<file path="config.mk">
export PLATFORM = sky130hd
export DESIGN_NAME = inst_fifo_flat
export DESIGN_NICKNAME = d
export VERILOG_FILES = /design/src/rtl/gpu_pkg.sv /design/src/rtl/inst_fifo_if.sv /design/src/rtl/fifo_mem.sv /design/src/rtl/inst_fifo.sv /design/src/flat_wrapper.sv
export SDC_FILE = /design/constraint.sdc
export NUM_CORES = 1
export LEC_CHECK = 0
export BUFFER_PORTS_ARGS = -buffer_cell sky130_fd_sc_hd__clkbuf_2
export CORE_ASPECT_RATIO = 0.7
export CORE_UTILIZATION = 45
export DETAILED_ROUTE_END_ITERATION = 10
export HOLD_SLACK_MARGIN = 0.06
export PLACE_DENSITY_LB_ADDON = 0.12
export RECOVER_POWER = 50
export REMOVE_ABC_BUFFERS = 1
export SKIP_LAST_GASP = 1
export SLEW_MARGIN = 20
export SYNTH_ARGS = -nofsm -noshare
export SYNTH_HDL_FRONTEND = slang
export SYNTH_HIERARCHICAL = 1
export SYNTH_SLANG_ARGS = --single-unit
export TNS_END_PERCENT = 10
</file>
<file path="constraint.sdc">
create_clock -name clk -period 7.9 [get_ports clk]
set_input_delay 1.975 -clock clk [delete_from_list [all_inputs] [get_ports clk]]
set_output_delay 1.975 -clock clk [all_outputs]
set_load 0.01 [all_outputs]
</file>
<file path="src/rtl/gpu_pkg.sv">
// gpu_pkg: instruction width, field layout and struct shared by the FIFO and decode stages.
package gpu_pkg;
  localparam int INST_W = 82;
  localparam int INST_TYPE_LSB = 80;
  localparam int FILL_TYPE_LSB = 79;
  localparam int LAYER_NUM_LSB = 76;
  localparam int VERTICE_NUM_LSB = 74;
  localparam int COLOR_CODE_LSB = 66;
  localparam int TEXTURE_CODE_LSB = 62;
  localparam int ALPHA_VAL_LSB = 54;
  localparam int COORDINATES_LSB = 0;
  typedef struct packed {
    logic [1:0]  inst_type;
    logic        fill_type;
    logic [2:0]  layer_num;
    logic [1:0]  vertice_num;
    logic [7:0]  color_code;
    logic [3:0]  texture_code;
    logic [7:0]  alpha_val;
    logic [53:0] coordinates;
  } inst_t;
endpackage

</file>
<file path="src/rtl/inst_fifo_if.sv">
// inst_fifo_if: push/pop/flush bus between the host writer, the controller and the instruction FIFO.
import gpu_pkg::*;
interface inst_fifo_if #(parameter int DEPTH = 8);
  localparam int ADDR_W = $clog2(DEPTH);
  logic              w_enable;
  logic [INST_W-1:0] w_data;
  logic              r_enable;
  logic              flush;
  logic [INST_W-1:0] r_data;
  logic              empty;
  logic              full;
  logic [ADDR_W:0]   count;
  logic              overflow;
  logic              underflow;
  modport master (output w_enable, w_data, r_enable, flush,
                  input r_data, empty, full, count, overflow, underflow);
  modport slave (input w_enable, w_data, r_enable, flush,
                 output r_data, empty, full, count, overflow, underflow);
endinterface

</file>
<file path="src/rtl/fifo_mem.sv">
// fifo_mem: unreset register array with one synchronous write port and one combinational read port.
import gpu_pkg::*;
module fifo_mem #(
  parameter int DEPTH = 8,
  parameter int ADDR_W = $clog2(DEPTH)
) (
  input  logic              clk,
  input  logic              we_i,
  input  logic [ADDR_W-1:0] waddr_i,
  input  logic [INST_W-1:0] wdata_i,
  input  logic [ADDR_W-1:0] raddr_i,
  output logic [INST_W-1:0] rdata_o
);
  logic [INST_W-1:0] mem_q [DEPTH];
  always_ff @(posedge clk) begin
    if (we_i) mem_q[waddr_i] <= wdata_i;
  end
  assign rdata_o = mem_q[raddr_i];
endmodule

</file>
<file path="src/rtl/inst_fifo.sv">
// inst_fifo: first-word-fall-through instruction FIFO with sticky overflow/underflow and synchronous flush.
import gpu_pkg::*;
module inst_fifo #(
  parameter int DEPTH = 8
) (
  input logic       clk,
  input logic       n_rst,
  inst_fifo_if.slave bus
);
  localparam int ADDR_W = $clog2(DEPTH);
  localparam logic [ADDR_W:0] FULL_CNT = (ADDR_W+1)'(DEPTH);
  logic [ADDR_W-1:0] wr_ptr_q, wr_ptr_d, rd_ptr_q, rd_ptr_d;
  logic [ADDR_W:0]   count_q, count_d;
  logic              ovf_q, ovf_d, unf_q, unf_d;
  logic              empty, full, push, pop;
  logic [INST_W-1:0] head;
  assign empty = count_q == '0;
  assign full = count_q == FULL_CNT;
  assign pop = bus.r_enable && !empty;
  // a pop in the same cycle frees the slot, so a push into a full FIFO still lands
  assign push = bus.w_enable && (!full || pop);
  always_comb begin
    wr_ptr_d = bus.flush ? '0 : push ? wr_ptr_q + ADDR_W'(1) : wr_ptr_q;
    rd_ptr_d = bus.flush ? '0 : pop ? rd_ptr_q + ADDR_W'(1) : rd_ptr_q;
    count_d = bus.flush ? '0 : (push && !pop) ? count_q + (ADDR_W+1)'(1) :
              (pop && !push) ? count_q - (ADDR_W+1)'(1) : count_q;
    ovf_d = !bus.flush && (ovf_q || (bus.w_enable && !push));
    unf_d = !bus.flush && (unf_q || (bus.r_enable && empty));
  end
  always_ff @(posedge clk or negedge n_rst) begin
    if (!n_rst) begin
      wr_ptr_q <= '0;
      rd_ptr_q <= '0;
      count_q <= '0;
      ovf_q <= 1'b0;
      unf_q <= 1'b0;
    end else begin
      wr_ptr_q <= wr_ptr_d;
      rd_ptr_q <= rd_ptr_d;
      count_q <= count_d;
      ovf_q <= ovf_d;
      unf_q <= unf_d;
    end
  end
  fifo_mem #(.DEPTH(DEPTH), .ADDR_W(ADDR_W)) u_mem (
    .clk     (clk),
    .we_i    (push && !bus.flush),
    .waddr_i (wr_ptr_q),
    .wdata_i (bus.w_data),
    .raddr_i (rd_ptr_q),
    .rdata_o (head)
  );
  assign bus.r_data = empty ? '0 : head;
  assign bus.empty = empty;
  assign bus.full = full;
  assign bus.count = count_q;
  assign bus.overflow = ovf_q;
  assign bus.underflow = unf_q;
endmodule

</file>
<file path="src/flat_wrapper.sv">
// flat-port wrapper written by rule: the top's interface ports become plain ports
module inst_fifo_flat 
#(
  parameter int DEPTH = 8
)
  (clk, n_rst, bus_w_enable, bus_w_data, bus_r_enable, bus_flush, bus_r_data, bus_empty, bus_full, bus_count, bus_overflow, bus_underflow);
  inst_fifo_if #(.DEPTH(DEPTH)) bus_i ();
  input logic clk;
  input logic n_rst;
  input wire logic [$bits(bus_i.w_enable)-1:0] bus_w_enable;
  input wire logic [$bits(bus_i.w_data)-1:0] bus_w_data;
  input wire logic [$bits(bus_i.r_enable)-1:0] bus_r_enable;
  input wire logic [$bits(bus_i.flush)-1:0] bus_flush;
  output wire logic [$bits(bus_i.r_data)-1:0] bus_r_data;
  output wire logic [$bits(bus_i.empty)-1:0] bus_empty;
  output wire logic [$bits(bus_i.full)-1:0] bus_full;
  output wire logic [$bits(bus_i.count)-1:0] bus_count;
  output wire logic [$bits(bus_i.overflow)-1:0] bus_overflow;
  output wire logic [$bits(bus_i.underflow)-1:0] bus_underflow;
  assign bus_i.w_enable = bus_w_enable;
  assign bus_i.w_data = bus_w_data;
  assign bus_i.r_enable = bus_r_enable;
  assign bus_i.flush = bus_flush;
  assign bus_r_data = bus_i.r_data;
  assign bus_empty = bus_i.empty;
  assign bus_full = bus_i.full;
  assign bus_count = bus_i.count;
  assign bus_overflow = bus_i.overflow;
  assign bus_underflow = bus_i.underflow;
  inst_fifo #(.DEPTH(DEPTH)) u_core (.clk(clk), .n_rst(n_rst), .bus(bus_i));
endmodule
</file>
[Yosys cells after proc, flatten, opt, wreduce, memory -nomap -nowiden]
Memory sizes are Yosys's and may differ from the RTL's.
Index checks and enable logic that the tools add are counted.
Storage, ports and cells
  register bits: 12
  RAM bits: 656
  input port bits: 87
  memories: 1
Operators by class
  $add $sub $neg: 4
  equal/unequal tests: 1
  muxes and demuxes: 10
  reductions and logical operators: 21
Memories
  u_core.u_mem.mem_q: depth 8, width 82, read ports 1, clocked after memory_dff 0, write ports 1, RTL line fifo_mem.sv:14  | logic [INST_W-1:0] mem_q [DEPTH];
Operators by type and width (number)
  $mux 82: 1
  $mux 3: 4
  $mux 4: 3
  $logic_and 1x1->1: 9
  $add 3x1->3 const B: 2
  $logic_not 1->1: 5
  $add 4x1->4 const B: 1
  $eq 4x4->1 const B: 1
  $logic_not 4->1: 1
  $reduce_bool 2->1: 2
  $sub 4x1->4 const B: 1
  $logic_or 1x1->1: 3
  $reduce_bool 3->1: 1
  $mux 1: 2

[Logic depth before layout (Yosys ltp)]
  depth in word-level cells: 10
  depth in mapped cells: 9
  depth with buffers taken out: 8

[Hierarchy]
Netlist, hierarchy kept.
Modules (own cells, without submodules)
  fifo_mem: instances 1, cells an instance 960, area an instance 25406.9 µm², sequential area each 19698.9 µm²
  inst_fifo: instances 1, cells an instance 169, area an instance 1342.5 µm², sequential area each 300.3 µm²

[Worst setup path before layout]
Ideal clock, no wire load.
  path type: in2reg
  start: input port bus_r_enable
  end: memory u_core.u_mem.mem_q[0][0], enable pin
  data arrival time: 8.198 ns
  data required time: 7.277 ns
  path slack: -0.921 ns
  stages on the path: 5
  cells stage by stage: clkbuf_1 > o21ai_4 > nor2_1 > nand2b_1 > nor3_1
Between the ends
  longest elaborated chain between the ends: 6
Ends and longest elaborated chain
  start: declaration: RTL line flat_wrapper.sv:12  | input wire logic [$bits(bus_i.r_enable)-1:0] bus_r_enable;
  $logic_and 1x1->1: RTL line inst_fifo.sv:19  | assign pop = bus.r_enable && !empty;
  $logic_or 1x1->1: RTL line inst_fifo.sv:21  | assign push = bus.w_enable && (!full || pop);
  $logic_and 1x1->1: RTL line inst_fifo.sv:21
  $logic_and 1x1->1: RTL line inst_fifo.sv:47  | .we_i (push && !bus.flush),
  $mux 1: RTL line fifo_mem.sv:16  | if (we_i) mem_q[waddr_i] <= wdata_i;
  $mux 1 (not written as such): RTL line fifo_mem.sv:16
  end: declaration: RTL line fifo_mem.sv:14
No other way between the ends.

[Worst setup path after layout]
  start: input port bus_r_enable
  end: memory u_core.u_mem.mem_q[4][74], enable pin
Same word-level chain as after synthesis.

==> results.cfg <==
[clock_network]
cts.repair.resized = 0
cts_hold_buf = 0
clk_latency_ns = 0.59
cts_tree = done
cts.reportedPaths.clkPinSlew_ns = 0.06
tritoncts.num_buffers = 66
cts_setup_buffers = 0
htree_levels = 3
numClockSinks = 668
cts.path.max_buffers = 3
cts_root_buffer = sky130_fd_sc_hd__clkbuf_16

[logic_synthesis]
syn-mean-instance-area_um2 = 23.7
synth_seq_area_share = 0.748
synth_cell_type_count = 42
syn_inst = 1129
synth-async-reset-ratio = 0.0180
synth_seq_cells = 668
number_of_enable_flip_flop_cells_after_synthesis = 656
ys_dominant_reg_cell = sky130_fd_sc_hd__edfxtp_1
yosysWarnings = 6
syn_area_um2 = 26700

[detailed_routing]
route.final.wire_length_um = 53500
avgViaCountPerCell = 5.40
drtAntennaViolNets = 0
drc_errors = 0
vias = 11800
post_drt_wl_per_cell_um = 24.5
initial_detailed_routing_violation_count = 771
first_pass_iters = 4

[setup_path]
critical_path_peak_fanout = 46
critical_path_required_ns = 8.11
arrival_ns = 5.65
worst_path_most_repeated_cell = sky130_fd_sc_hd__clkbuf_1
start_kind = input pin
cell_family_with_most_cp_delay = buffers and inverters
path_cells = clkbuf_1, o21ai_0, nor2_1, nand2_1, nor3_1, clkbuf_1, buf_4
critPathKind = input pin to flip-flop
critPathSlowestCell = sky130_fd_sc_hd__clkbuf_1
endpoint_kind = flip-flop
critical_path.n_buffers_inverters = 3
crit_path_max_incr_delay_ns = 1.42

[layout]
number_of_nets_in_the_layout = 1430
areaGrowthSynthToFinish_pct = 13.4
post_route_cells_drive_above_1_share = 0.232
multi_input_comb_area_um2 = 6190
regArea_um2 = 20000
n_fill_cell = 4690
final_area_um2 = 30300

[outcome]
outcome = complete, but fails checks
violations = max-capacitance violations, max-slew violations

[timing]
grt_setup_unrepaired = false
tightestPinTransition_ns = 1.94
max_freq_ghz = 0.184
slew_headroom = -0.297
final-setup-viol-count = 0
timing_max_transition_violations_final = 40
final.setup_skew_ns = 0.0124
min_period_ns = 5.44
finalSetupTns_ns = 0
report.final.hold_viol_count = 0
min_period_over_period = 0.689

[power_and_ir_drop]
clock_power_frac = 0.335
power.sequential.fraction = 0.445
netSwitchingPower_uw = 2420
power_switching_share = 0.262
internal_power_contribution_uw = 6840
vdd.ir_drop.worst_v = 0.000240
leakage_uw = 0.00982
combPwrFrac = 0.220
power_density_nw_per_um2 = 305

[global_route]
grt_first_pass_wirelength_um = 79000
grt_pass1_vias = 12200
track_usage = 0.181
grt_max_degree = 74
grt_antenna_before_repair = 5
grt_overflow = 0

[run]
cap_viol_max_count = 2

[floorplanning]
fp.dieH_um = 206
floorplan.io_pins = 177
initial_standard_cell_utilization_of_the_core = 0.457
core.rowCount = 74
die_area_um2 = 60400
die_w_um = 293
coreArea_um2 = 58500

[placement]
dpl_cell_area_um2 = 28400
port_buffers = 176
detailedPlacementHpwl_um = 28300
globalplace.congestion = 0.701

[worst_hold_path]
holdCritPathClass = flip-flop to flip-flop
area by class of cell:
type / instances / share of cell area
diodes: 2 / 0.000165
inverters: 5 / 0.000619
clock inverters: 32 / 0.0101
repair buffers: 199 / 0.0326
well taps: 798 / 0.0329
flip-flops and latches: 668 / 0.659
clock buffers: 84 / 0.0602
multi-input cells: 398 / 0.204
worst reg2reg max path: cells and delay by family (launching register included):
kind	cells	cell delay [ns]
flops	1	0.59
buf+inv	2	2.25
simple gates	4	0.88
compound gates	1	0.17
Yosys cell counts (2+ instances only):
cell type,n,area [um^2]
sky130_fd_sc_hd__a21oi_1,4,20.0
sky130_fd_sc_hd__and2b_1,18,135
sky130_fd_sc_hd__buf_2,7,35.0
sky130_fd_sc_hd__buf_6,21,236
sky130_fd_sc_hd__clkbuf_1,10,37.5
sky130_fd_sc_hd__clkbuf_8,19,262
sky130_fd_sc_hd__dfrtp_1,12,300
sky130_fd_sc_hd__edfxtp_1,656,19700
sky130_fd_sc_hd__ha_1,4,50.1
sky130_fd_sc_hd__inv_1,5,18.8
sky130_fd_sc_hd__mux2_2,82,923
sky130_fd_sc_hd__mux2i_1,3,30.0
sky130_fd_sc_hd__mux4_1,138,3630
sky130_fd_sc_hd__mux4_2,26,586
sky130_fd_sc_hd__nand2_1,4,15.0
sky130_fd_sc_hd__nand2b_1,3,18.8
sky130_fd_sc_hd__nand3_1,2,10.0
sky130_fd_sc_hd__nor2_1,21,78.8
sky130_fd_sc_hd__nor2b_1,64,400
sky130_fd_sc_hd__nor3_1,3,15.0
sky130_fd_sc_hd__xnor2_1,3,26.3
sky130_fd_sc_hd__xor2_1,4,35.0
routing by layer:
layer | wire, um | GRT usage | share of wire
met2 | 25400 | 0.288 | 0.48
met1 | 24600 | 0.251 | 0.46
met4 | 1000 | 0.0506 | 0.019
met5 | 37 | 0 | 0.00069
met3 | 2430 | 0.0408 | 0.045
worst paths after layout:
path	startpoint	end	slack (ns)	cells past startpoint
max	bus_r_enable	u_core/u_mem/mem_q[4][74]	2.46	7
min	u_core/bus.overflow	u_core/bus.overflow	0.51	2
max reg2reg	u_core/bus.count[0]	u_core/u_mem/mem_q[4][74]	3.55	7
max in group asynchronous	n_rst	u_core/rd_ptr_q[2]	5.95	1
min in group asynchronous	n_rst	u_core/bus.count[0]	1.41	1
min reg2reg	u_core/bus.overflow	u_core/bus.overflow	0.51	2
placed cells by master (no fill, tap or decap), drive strengths merged, types with 4 or more instances in the layout:
master    n
and2b    18
mux2     82
a21oi     4
xor2      4
dfrtp    12
nor2     21
ha        4
mux4    164
nor2b    64
buf      21
clkbuf  262
edfxtp  656
inv       7
bufinv    6
clkinv   23
nand2     4
logic make-up after synthesis:
kind of cell / after synthesis / synth area share
flops: 668 / 0.748
mux: 249 / 0.193
simple gates: 121 / 0.0273
buf+inv: 63 / 0.0223
compound gates: 16 / 0.00477
xor+xnor: 7 / 0.00229
fa+ha+maj: 5 / 0.00262
power groups by stage:
stage | logic [uW] | registers, uW | clock network (uW)
2_1_floorplan | 1350 | 4280 | 0
3_3_place_gp | 2100 | 4200 | 0
3_5_place_dp | 2100 | 4200 | 0
4_1_cts | 2110 | 4130 | 3190
5_1_grt | 2220 | 4140 | 3300
6_report | 2040 | 4120 | 3100
sequential cells by signal (all words and copies together) (netlist names):
name	flops
u_core/bus.underflow	1
u_core/rd_ptr_q	3
u_core/bus.count	4
u_core/bus.overflow	1
u_core/u_mem/mem_q	656
u_core/wr_ptr_q	3
stage by stage:
| step | instances | utilization | hold slack (ns) | total power, uW | setup WS, ns |
|---|---|---|---|---|---|
| 2_1_floorplan | 1071 | - | 0.517 | 5630 | -0.541 |
| 3_3_place_gp | 2068 | 0.484 | 0.480 | 6300 | 3.08 |
| 3_5_place_dp | 2068 | 0.485 | 0.505 | 6300 | 3.07 |
| 4_1_cts | 2184 | 0.521 | 0.518 | 9420 | 2.42 |
| 5_1_grt | 2185 | 0.518 | 0.549 | 9660 | 2.08 |
| 6_report | 2186 | 0.519 | 0.505 | 9260 | 2.46 |
No activity file was read; power rests on OpenSTA's default activity.
